--- src/rtl/i2c_slave_data_path_block.sv ---
// -----------------------------------------------------------------------------
// i2c_slave_data_path_block
//
// I2C target (slave) bit-level engine. It oversamples SCL/SDA on the core
// clock, detects START / repeated START / STOP, matches a 7-bit address,
// ACKs it, and then shifts write bytes in or read bytes out. SDA is driven
// open-drain: sda_oe_o=1 pulls the line low, 0 releases it. SCL is never
// stretched.
//
// Ports
//   i2c_core_clock_i  in   core clock, all logic on posedge
//   reset_bit_n_i     in   asynchronous active-low reset
//   scl_i, sda_i      in   raw bus pins (asynchronous to the core clock)
//   slave_addr_i      in   [6:0] own address, quasi-static
//   tx_data_i         in   [7:0] read-return byte, sampled on the tx_load_o cycle
//   rx_full_i         in   1 = upper layer cannot take a byte (write ACK slot NACKs)
//   sda_oe_o          out  1 = pull SDA low
//   rx_data_o         out  [7:0] last received write byte
//   rx_valid_o        out  1-cycle pulse when rx_data_o updates
//   tx_load_o         out  1-cycle pulse when tx_data_i is captured
//   rw_o              out  R/W bit of the last matched address (1 = read)
//   busy_o            out  1 from START until STOP
//   addr_match_o      out  1 from the matched-address ACK until STOP / repeated START
//
// Parameter
//   SDA_HOLD_CYCLES   core clocks from detected SCL fall to an SDA drive change (1..15)
// -----------------------------------------------------------------------------
module i2c_slave_data_path_block #(
  parameter int unsigned SDA_HOLD_CYCLES = 1
) (
  input  logic       i2c_core_clock_i,
  input  logic       reset_bit_n_i,
  input  logic       scl_i,
  input  logic       sda_i,
  input  logic [6:0] slave_addr_i,
  input  logic [7:0] tx_data_i,
  input  logic       rx_full_i,
  output logic       sda_oe_o,
  output logic [7:0] rx_data_o,
  output logic       rx_valid_o,
  output logic       tx_load_o,
  output logic       rw_o,
  output logic       busy_o,
  output logic       addr_match_o
);

  typedef enum logic [2:0] {
    ST_IDLE,
    ST_ADDR,
    ST_ADDR_ACK,
    ST_RX_DATA,
    ST_RX_ACK,
    ST_TX_DATA,
    ST_TX_ACK,
    ST_IGNORE
  } state_e;

  localparam logic [3:0] HOLD_LOAD = 4'(SDA_HOLD_CYCLES);

  // ---------------------------------------------------------------------------
  // Input path: 2-flop synchronizer plus one delay register for edge detect.
  // Reset to 1 (idle bus level) so reset release never looks like an event.
  // ---------------------------------------------------------------------------
  logic [1:0] scl_sync_q, sda_sync_q;
  logic       scl_dly_q, sda_dly_q;

  // NOTE: sequential state uses non-blocking assignments and an asynchronous
  // active-low reset, so every flop sees pre-edge values of its neighbours.
  always_ff @(posedge i2c_core_clock_i or negedge reset_bit_n_i) begin
    if (!reset_bit_n_i) begin
      scl_sync_q <= 2'b11;
      sda_sync_q <= 2'b11;
      scl_dly_q  <= 1'b1;
      sda_dly_q  <= 1'b1;
    end else begin
      scl_sync_q <= {scl_sync_q[0], scl_i};
      sda_sync_q <= {sda_sync_q[0], sda_i};
      scl_dly_q  <= scl_sync_q[1];
      sda_dly_q  <= sda_sync_q[1];
    end
  end

  logic scl_s, sda_s;
  logic scl_rise, scl_fall, start_det, stop_det;

  assign scl_s     = scl_sync_q[1];
  assign sda_s     = sda_sync_q[1];
  assign scl_rise  =  scl_s & ~scl_dly_q;
  assign scl_fall  = ~scl_s &  scl_dly_q;
  // SDA may only change while SCL is low; a change with SCL high on both
  // samples is a bus condition, not data.
  assign start_det = scl_s & scl_dly_q &  sda_dly_q & ~sda_s;
  assign stop_det  = scl_s & scl_dly_q & ~sda_dly_q &  sda_s;

  // ---------------------------------------------------------------------------
  // Hold counter: an SDA drive change is allowed SDA_HOLD_CYCLES after the
  // detected SCL fall, giving the master's SCL low a clean hold margin.
  // ---------------------------------------------------------------------------
  logic [3:0] hold_q, hold_d;
  logic       drive_upd;

  always_comb begin
    hold_d = hold_q;
    if (scl_fall) begin
      hold_d = HOLD_LOAD;
    end else if (hold_q != 4'd0) begin
      hold_d = hold_q - 4'd1;
    end
  end

  assign drive_upd = (hold_q == 4'd1);

  always_ff @(posedge i2c_core_clock_i or negedge reset_bit_n_i) begin
    if (!reset_bit_n_i) begin
      hold_q <= 4'd0;
    end else begin
      hold_q <= hold_d;
    end
  end

  // ---------------------------------------------------------------------------
  // Protocol FSM
  // ---------------------------------------------------------------------------
  state_e     state_q, state_d;
  logic [2:0] bit_cnt_q, bit_cnt_d;
  logic [7:0] shift_q, shift_d;
  // Marks "the SCL rise of the current 9th/ACK slot (or last TX bit) has
  // been seen", which tells the next drive update to end the slot.
  logic       slot_rise_q, slot_rise_d;
  logic       sda_oe_q, sda_oe_d;
  logic [7:0] rx_data_q, rx_data_d;
  logic       rx_valid_q, rx_valid_d;
  logic       tx_load_q, tx_load_d;
  logic       rw_q, rw_d;
  logic       busy_q, busy_d;
  logic       addr_match_q, addr_match_d;

  logic [7:0] shift_in;
  assign shift_in = {shift_q[6:0], sda_s};

  // NOTE: every signal written here gets a default first, so no path through
  // the case statement can infer a latch.
  always_comb begin
    state_d      = state_q;
    bit_cnt_d    = bit_cnt_q;
    shift_d      = shift_q;
    slot_rise_d  = slot_rise_q;
    sda_oe_d     = sda_oe_q;
    rx_data_d    = rx_data_q;
    rx_valid_d   = 1'b0;
    tx_load_d    = 1'b0;
    rw_d         = rw_q;
    busy_d       = busy_q;
    addr_match_d = addr_match_q;

    if (stop_det) begin
      // A partial byte is simply dropped with the shift contents.
      state_d      = ST_IDLE;
      bit_cnt_d    = 3'd7;
      slot_rise_d  = 1'b0;
      sda_oe_d     = 1'b0;
      busy_d       = 1'b0;
      addr_match_d = 1'b0;
    end else if (start_det) begin
      state_d      = ST_ADDR;
      bit_cnt_d    = 3'd7;
      slot_rise_d  = 1'b0;
      sda_oe_d     = 1'b0;
      busy_d       = 1'b1;
      addr_match_d = 1'b0;
    end else begin
      unique case (state_q)
        ST_IDLE, ST_IGNORE: begin
          // Only bus conditions (handled above) leave these states.
        end

        ST_ADDR: begin
          if (scl_rise) begin
            shift_d = shift_in;
            if (bit_cnt_q == 3'd0) begin
              bit_cnt_d = 3'd7;
              if (shift_in[7:1] == slave_addr_i) begin
                rw_d        = shift_in[0];
                slot_rise_d = 1'b0;
                state_d     = ST_ADDR_ACK;
              end else begin
                state_d = ST_IGNORE;
              end
            end else begin
              bit_cnt_d = bit_cnt_q - 3'd1;
            end
          end
        end

        ST_ADDR_ACK: begin
          if (scl_rise) begin
            slot_rise_d = 1'b1;
          end else if (drive_upd) begin
            if (!slot_rise_q) begin
              sda_oe_d     = 1'b1;
              addr_match_d = 1'b1;
            end else begin
              slot_rise_d = 1'b0;
              bit_cnt_d   = 3'd7;
              if (rw_q) begin
                // The read byte's MSB replaces the ACK in the same update.
                tx_load_d = 1'b1;
                shift_d   = tx_data_i;
                sda_oe_d  = ~tx_data_i[7];
                state_d   = ST_TX_DATA;
              end else begin
                sda_oe_d = 1'b0;
                state_d  = ST_RX_DATA;
              end
            end
          end
        end

        ST_RX_DATA: begin
          if (scl_rise) begin
            shift_d = shift_in;
            if (bit_cnt_q == 3'd0) begin
              rx_data_d   = shift_in;
              rx_valid_d  = 1'b1;
              bit_cnt_d   = 3'd7;
              slot_rise_d = 1'b0;
              state_d     = ST_RX_ACK;
            end else begin
              bit_cnt_d = bit_cnt_q - 3'd1;
            end
          end
        end

        ST_RX_ACK: begin
          if (scl_rise) begin
            slot_rise_d = 1'b1;
          end else if (drive_upd) begin
            if (!slot_rise_q) begin
              sda_oe_d = ~rx_full_i;
            end else begin
              sda_oe_d    = 1'b0;
              slot_rise_d = 1'b0;
              state_d     = ST_RX_DATA;
            end
          end
        end

        ST_TX_DATA: begin
          // bit_cnt_q indexes the bit currently on the bus.
          if (scl_rise) begin
            if (bit_cnt_q == 3'd0) begin
              slot_rise_d = 1'b1;
            end else begin
              bit_cnt_d = bit_cnt_q - 3'd1;
            end
          end else if (drive_upd) begin
            if (slot_rise_q) begin
              sda_oe_d    = 1'b0;
              slot_rise_d = 1'b0;
              state_d     = ST_TX_ACK;
            end else begin
              sda_oe_d = ~shift_q[bit_cnt_q];
            end
          end
        end

        ST_TX_ACK: begin
          if (scl_rise) begin
            if (!sda_s) begin
              slot_rise_d = 1'b1;
            end else begin
              state_d = ST_IGNORE;
            end
          end else if (drive_upd && slot_rise_q) begin
            tx_load_d   = 1'b1;
            shift_d     = tx_data_i;
            sda_oe_d    = ~tx_data_i[7];
            bit_cnt_d   = 3'd7;
            slot_rise_d = 1'b0;
            state_d     = ST_TX_DATA;
          end
        end

        default: begin
          state_d = ST_IDLE;
        end
      endcase
    end
  end

  always_ff @(posedge i2c_core_clock_i or negedge reset_bit_n_i) begin
    if (!reset_bit_n_i) begin
      state_q      <= ST_IDLE;
      bit_cnt_q    <= 3'd7;
      shift_q      <= 8'h00;
      slot_rise_q  <= 1'b0;
      sda_oe_q     <= 1'b0;
      rx_data_q    <= 8'h00;
      rx_valid_q   <= 1'b0;
      tx_load_q    <= 1'b0;
      rw_q         <= 1'b0;
      busy_q       <= 1'b0;
      addr_match_q <= 1'b0;
    end else begin
      state_q      <= state_d;
      bit_cnt_q    <= bit_cnt_d;
      shift_q      <= shift_d;
      slot_rise_q  <= slot_rise_d;
      sda_oe_q     <= sda_oe_d;
      rx_data_q    <= rx_data_d;
      rx_valid_q   <= rx_valid_d;
      tx_load_q    <= tx_load_d;
      rw_q         <= rw_d;
      busy_q       <= busy_d;
      addr_match_q <= addr_match_d;
    end
  end

  assign sda_oe_o     = sda_oe_q;
  assign rx_data_o    = rx_data_q;
  assign rx_valid_o   = rx_valid_q;
  assign tx_load_o    = tx_load_q;
  assign rw_o         = rw_q;
  assign busy_o       = busy_q;
  assign addr_match_o = addr_match_q;

endmodule

--- config.mk ---
export PLATFORM = sky130hd
export DESIGN_NAME = i2c_slave_data_path_block
export DESIGN_NICKNAME = d
export VERILOG_FILES = /design/src/rtl/i2c_slave_data_path_block.sv
export SDC_FILE = /design/constraint.sdc
export NUM_CORES = 1
export LEC_CHECK = 0
export ABC_AREA = 1
export ABC_CLOCK_PERIOD_IN_PS = 1700
export BUFFER_PORTS_ARGS = -buffer_cell sky130_fd_sc_hd__buf_2
export CORE_ASPECT_RATIO = 0.8
export CORE_MARGIN = 2
export CORE_UTILIZATION = 52
export CTS_CLUSTER_SIZE = 14
export DETAILED_ROUTE_END_ITERATION = 8
export HOLD_SLACK_MARGIN = 0.03
export PLACE_DENSITY_LB_ADDON = 0.08
export SLEW_MARGIN = 20
export SYNTH_ARGS = -nofsm -noshare
export SYNTH_HDL_FRONTEND = slang
export SYNTH_SLANG_ARGS = --single-unit
--- constraint.sdc ---
create_clock -name i2c_core_clock_i -period 1.7 [get_ports i2c_core_clock_i]
set_input_delay 0.255 -clock i2c_core_clock_i [delete_from_list [all_inputs] [get_ports i2c_core_clock_i]]
set_output_delay 0.255 -clock i2c_core_clock_i [all_outputs]
set_load 0.005 [all_outputs]
* Yosys cells after proc, flatten, opt, wreduce, memory -nomap -nowiden
Cells that the tools add are included.
** Storage, ports and cells
- Register bits after elaboration :: 39
- Output and inout port bits :: 14
- Input port bits :: 20
** Cells by class
- Add/subtract/negate cells :: 2
- Reduce and logical (&&, ||, !) cells :: 22
- Equal/unequal tests :: 40
- Bitwise logic cells :: 16
- Mux-type cells :: 97
- Magnitude comparators :: 1
** Operators with widths (count)
- 3-bit 2-to-1 mux :: 31
- 4-bit != test (second input constant) :: 18
- 8-bit 2-to-1 mux :: 7
- 1-bit 2-to-1 mux :: 50
- 9-bit AND reduction :: 3
- 8-bit one-hot mux with 3 select lines :: 1
- 5-bit != test (second input constant) :: 4
- 3-bit one-hot mux with 6 select lines :: 1
- 16-bit AND reduction :: 1
- 2-bit != test (second input constant) :: 6
- 3-bit one-hot mux with 4 select lines :: 1
- 6-bit nonzero test :: 2
- 10-bit AND reduction :: 1
- 3-bit equality test (second input constant) :: 3
- 1-bit inverter :: 9
- 3-bit nonzero test :: 3
- 4-bit 2-to-1 mux :: 2
- 8-bit nonzero test :: 1
- 1-bit AND :: 7
- 7-bit equality test :: 1
- 7-bit nonzero test :: 1
- 3-bit by 2-bit equality test with 1-bit output (second input constant) :: 2
- 6-bit AND reduction :: 1
- 1-bit one-hot mux with 5 select lines :: 1
- 19 further kinds :: 21

* Logic depth before layout (Yosys ltp)
- Depth after elaboration :: 9
- Gate-level depth with buffers :: 13
- Depth with buffers taken out :: 12

* Worst setup path after synthesis
Ideal clock, no wire load.
- Kind :: register to register
- From :: register bit_cnt_q[0]
- To :: register bit_cnt_q[0]
- Slack :: -0.092 ns
- Stages on the path, launching flop included :: 12
- Path buffers :: 1
- Data arrival time :: 1.716 ns
- Required time :: 1.624 ns
- Cells stage by stage :: dfstp_2 -> clkbuf_1 -> inv_1 -> ha_1 -> inv_1 -> nor2_1 -> nor2_1 -> nor3_1 -> nor2_1 -> nand2_1 -> nand2_1 -> nand2_1
** On the way
- Longest elaborated chain between the ends :: 6
- Elaborated cells on any way between the ends :: 11
- Classes of those cells :: add/sub: 1; eq/ne: 1; mux: 7; reduce/logical: 2
** Ends and longest elaborated chain
- from (decl) :: line 125 : logic [2:0] bit_cnt_q, bit_cnt_d;
- from (signal assigned) :: line 306 : bit_cnt_q <= bit_cnt_d;
- 3-bit by 1-bit subtractor with 3-bit output / 3-bit zero test (equally long branches)
- 3-bit 2-to-1 mux (on tied branches) :: line 251, 180, 222
- 3-bit 2-to-1 mux (on tied branches) :: line 250, 220
- 3-bit one-hot mux with 4 select lines :: line 172 : unique case (state_q)
- 3-bit 2-to-1 mux :: line 164 : end else if (start_det) begin
- 3-bit 2-to-1 mux :: line 156 : if (stop_det) begin
Parallel ways exist; a longest one is shown, timed or not. The select of a mux whose other input is x is not followed.
A chain may end at the register's enable or synchronous reset.

* Worst setup path in the final report
- From :: register scl_sync_q[1]
- To :: register state_q[2]
** On the way
- Longest elaborated chain between the ends :: 5
- Elaborated cells on any way between the ends :: 27
- Classes of those cells :: eq/ne: 15; mux: 4; bitwise: 6; reduce/logical: 2
** Ends and longest elaborated chain
- from (decl) :: line 64 : logic [1:0] scl_sync_q, sda_sync_q;
- from (signal assigned) :: line 76 : scl_sync_q <= {scl_sync_q[0], scl_i};
- 1-bit AND (on tied branches) :: line 92, 93, 88
- 1-bit AND (tied with other cells) (2 in series) :: line 92 : assign start_det = scl_s & scl_dly_q & sda_dly_q & ~sda_s;
- 5-bit != test (no line) (tied with other cells)
- 16-bit AND reduction (no line) / 3-bit 2-to-1 mux (equally long branches)
- to (signal assigned) :: line 305 : state_q <= state_d;
- to (decl) :: line 124 : state_e state_q, state_d;
Parallel ways exist; a longest one is shown, timed or not.

==> results.sh <==
export IMPL_worstSetupPathType="reg2reg"
export IMPL_synth_fp_nets=399
export IMPL_cts_sinks=39
export IMPL_cts_tree="built"
export IMPL_diodes=0
export IMPL_switching_share=0.474
export IMPL_seqPwrFrac=0.268
export IMPL_initial_core_util=0.549
export IMPL_routed_wl_um=7890
export IMPL_max_freq_ghz=0.576
export IMPL_p_switching_mw=2.83
export IMPL_yosysTopAreaCellShare=0.292
export IMPL_grt_pass1_wl_um=12000
export IMPL_gp_congestion=0.975
export IMPL_grt_setup_unrepaired="yes"
export IMPL_synth_top_cells_by_count="nand2_1 (112), nor2_1 (50), inv_1 (37)"
export IMPL_drive_above_1_share=0.339
export IMPL_grt_ovfl_total=0
export IMPL_violations="negative setup slack"
export IMPL_yosysMostFrequentCell="nand2_1"
export IMPL_yosysSeqAreaShare=0.384
export IMPL_first_iter_violations=203
export IMPL_ios=34
export IMPL_ys_flop_type="dfrtp_1"
export IMPL_min_period_ps=1740
export IMPL_wl_per_cell_um=15.2
export IMPL_root_buffer="clkbuf_8"
export IMPL_hold_violations=0
export IMPL_fin_ws_ps=-37.5
export IMPL_synth_area_leaders="dfrtp_1 (29%), nand2_1 (16%), dfstp_2 (9.2%), nor2_1 (7.3%), o21ai_0 (6.8%)"
export IMPL_die_area_mm2=0.00552
export IMPL_clock_latency_ps=300
export IMPL_hp_class="in2reg"
export IMPL_layoutNonFillerInstCount=520
export IMPL_avgSynthCellArea_um2=6.85
export IMPL_timing_hold_ws_ps=43.5
export IMPL_via_count=2813
export IMPL_irDropWorstVdd_mv=0.848
export IMPL_syn_instance_count=375
export IMPL_die_width_um=82.6
export IMPL_cts_clk_slew_worst_paths_ps=90
export IMPL_clock_power_share=0.111
export IMPL_grt_pass1_vias=2569
export IMPL_synth_warnings=0
export IMPL_area_growth_syn_to_layout_pct=33.0
export IMPL_fin_crit_sh=1.02
export IMPL_arrival_ps=1980
export IMPL_intPower_mw=3.15
export IMPL_postRouteAntennaNets=0
export IMPL_rows=22
export IMPL_dr_pass1_iters=5
export IMPL_antenna_found_initial=0
export IMPL_p_leak_nw=1.85
export IMPL_maxSlewViolCount=0
export IMPL_clockBufferDepth=2
export IMPL_cts_buffers=5
export IMPL_grt_start_max_net_pins=40
export IMPL_ys_seq_elements=39
export IMPL_cp_required_ps=1940
export IMPL_n_fill_cell=396
export IMPL_slew_headroom=0.668
export IMPL_cap_violations=0
export IMPL_remaining_drc_errors=0
export IMPL_setup_viol=6
export IMPL_syn_area_mm2=0.00257
export IMPL_async_reset_ff_frac=1.00
export IMPL_dp_hpwl_um=5610
export IMPL_placed_cells=503
export IMPL_layout_nets=483
export IMPL_vias_per_cell=5.41
export IMPL_synth_area_leader_cell="dfrtp_1"
export IMPL_cellPowerDensity_mw_per_mm2=1750
export IMPL_die_h_um=66.9
export IMPL_worstPathMaxFanout=6
export IMPL_combPwrFrac=0.621
export IMPL_start_kind="flop"
export IMPL_synth_edf_count=0
export IMPL_worst_pin_slew_ps=497
export IMPL_core_region_area_mm2=0.00468
export IMPL_synth_cell_types=33
export IMPL_skew_ps=5.00
export IMPL_h_tree_depth=2
export IMPL_status="complete, but fails checks"
export IMPL_io_buffers=33
export IMPL_grt_util_all_layers=0.294
export IMPL_end_kind="flop"
-- final timing paths --
check                      slack (ps)           from  cells past startpoint            end
setup / recovery                  -40  scl_sync_q[1]                     10     state_q[2]
max in group asynchronous         780  reset_bit_n_i                      3     state_q[0]
hold reg to reg                   360  sda_sync_q[0]                      0  sda_sync_q[1]
hold / removal                     40          scl_i                      1  scl_sync_q[0]
setup reg to reg                  -40  scl_sync_q[1]                     10     state_q[2]
min in group asynchronous         530  reset_bit_n_i                      3       sda_oe_o
-- sequential cells by signal, summed over array words and instances (netlist names) --
signal / flops
tx_load_o: 1
bit_cnt_q: 3
rx_data_o: 8
addr_match_o: 1
sda_oe_o: 1
scl_dly_q: 1
busy_o: 1
shift_q: 8
sda_dly_q: 1
sda_sync_q: 2
rw_o: 1
state_q: 3
scl_sync_q: 2
rx_valid_o: 1
hold_q: 4
slot_rise_q: 1
-- worst max-delay path, stage by stage (launching register included) --
cell and delay (ps):
dfstp_2 640, nand2_1 90, inv_1 120, nand2_4 100
nand2_2 130, nor2_1 60, nor2_1 140, nand3_1 120
nor2_2 130, nand2_1 100, nand2_1 70
-- layer usage --
metal / wire, µm / up-vias / GRT usage
met3: 578 / 13 / 0.0488
met5: 0 / - / 0
met2: 3620 / 110 / 0.463
met4: 78 / 0 / 0.0758
met1: 3610 / 1323 / 0.418
li1: - / 1367 / -
-- per-stage QoR --
stage,TNS [ps],total power [mW],utilization,cell area [µm²],setup slack [ps]
2_1_floorplan,0,3.77,-,2570,21.9
3_3_place_gp,-339,4.94,0.664,3110,-131
3_5_place_dp,-274,4.98,0.664,3110,-66.3
4_1_cts,0,5.74,0.695,3250,1.75
5_1_grt,-1500,6.47,0.730,3420,-134
6_report,-108,5.98,0.730,3420,-37.5
-- power by group through the flow --
| stage | sequential (mW) | clock (mW) | combinational (mW) |
|---|---|---|---|
| 4_1_cts | 1.58 | 0.657 | 3.50 |
| 3_3_place_gp | 1.58 | 0 | 3.36 |
| 5_1_grt | 1.64 | 0.703 | 4.13 |
| 6_report | 1.60 | 0.664 | 3.72 |
| 3_5_place_dp | 1.59 | 0 | 3.39 |
| 2_1_floorplan | 1.49 | 0 | 2.28 |
-- layout by cell type, fill, tap and decap left out, types with 4 or more instances in the layout --
cell type and instances:
a21oi_1 8, buf_2 33, buf_4 46, clkbuf_8 5, dfrtp_1 27, dfstp_2 9
inv_1 35, inv_2 6, nand2_1 101, nand2_2 15, nand3_1 25, nand3_2 6
nor2_1 44, nor2_2 6, nor3_1 5, o21ai_0 29, o21ai_1 11, o21ai_2 5
xnor2_1 4
-- cells by family after synthesis --
| family | synth area share |
|---|---|
| adder cells (fa/ha/maj) | 0.0195 |
| buffers and inverters | 0.0896 |
| flip-flops | 0.384 |
| AND/OR/NAND/NOR | 0.357 |
| AO/OA/AOI/OAI | 0.136 |
| XOR/XNOR | 0.0136 |
-- repair_timing --
item,in CTS,in global routing
endpoints found under the hold margin,30,0
resized for setup,9,39
hold buffers,1,0
buffers inserted,3,4
pin swaps,3,13
gates cloned,0,1
setup endpoints to repair,7,25
-- area by class of cell --
type                            count  area [µm²]  area share
Timing Repair Buffer               86         614       0.180
Inverter                           43         166      0.0487
Clock buffer                        6        72.6      0.0212
Clock inverter                      2        13.8     0.00403
Multi-Input combinational cell    284        1490       0.434
Tap cell                           60        75.1      0.0220
Sequential cell                    39         991       0.290
Power figures use the tool's default switching activity.
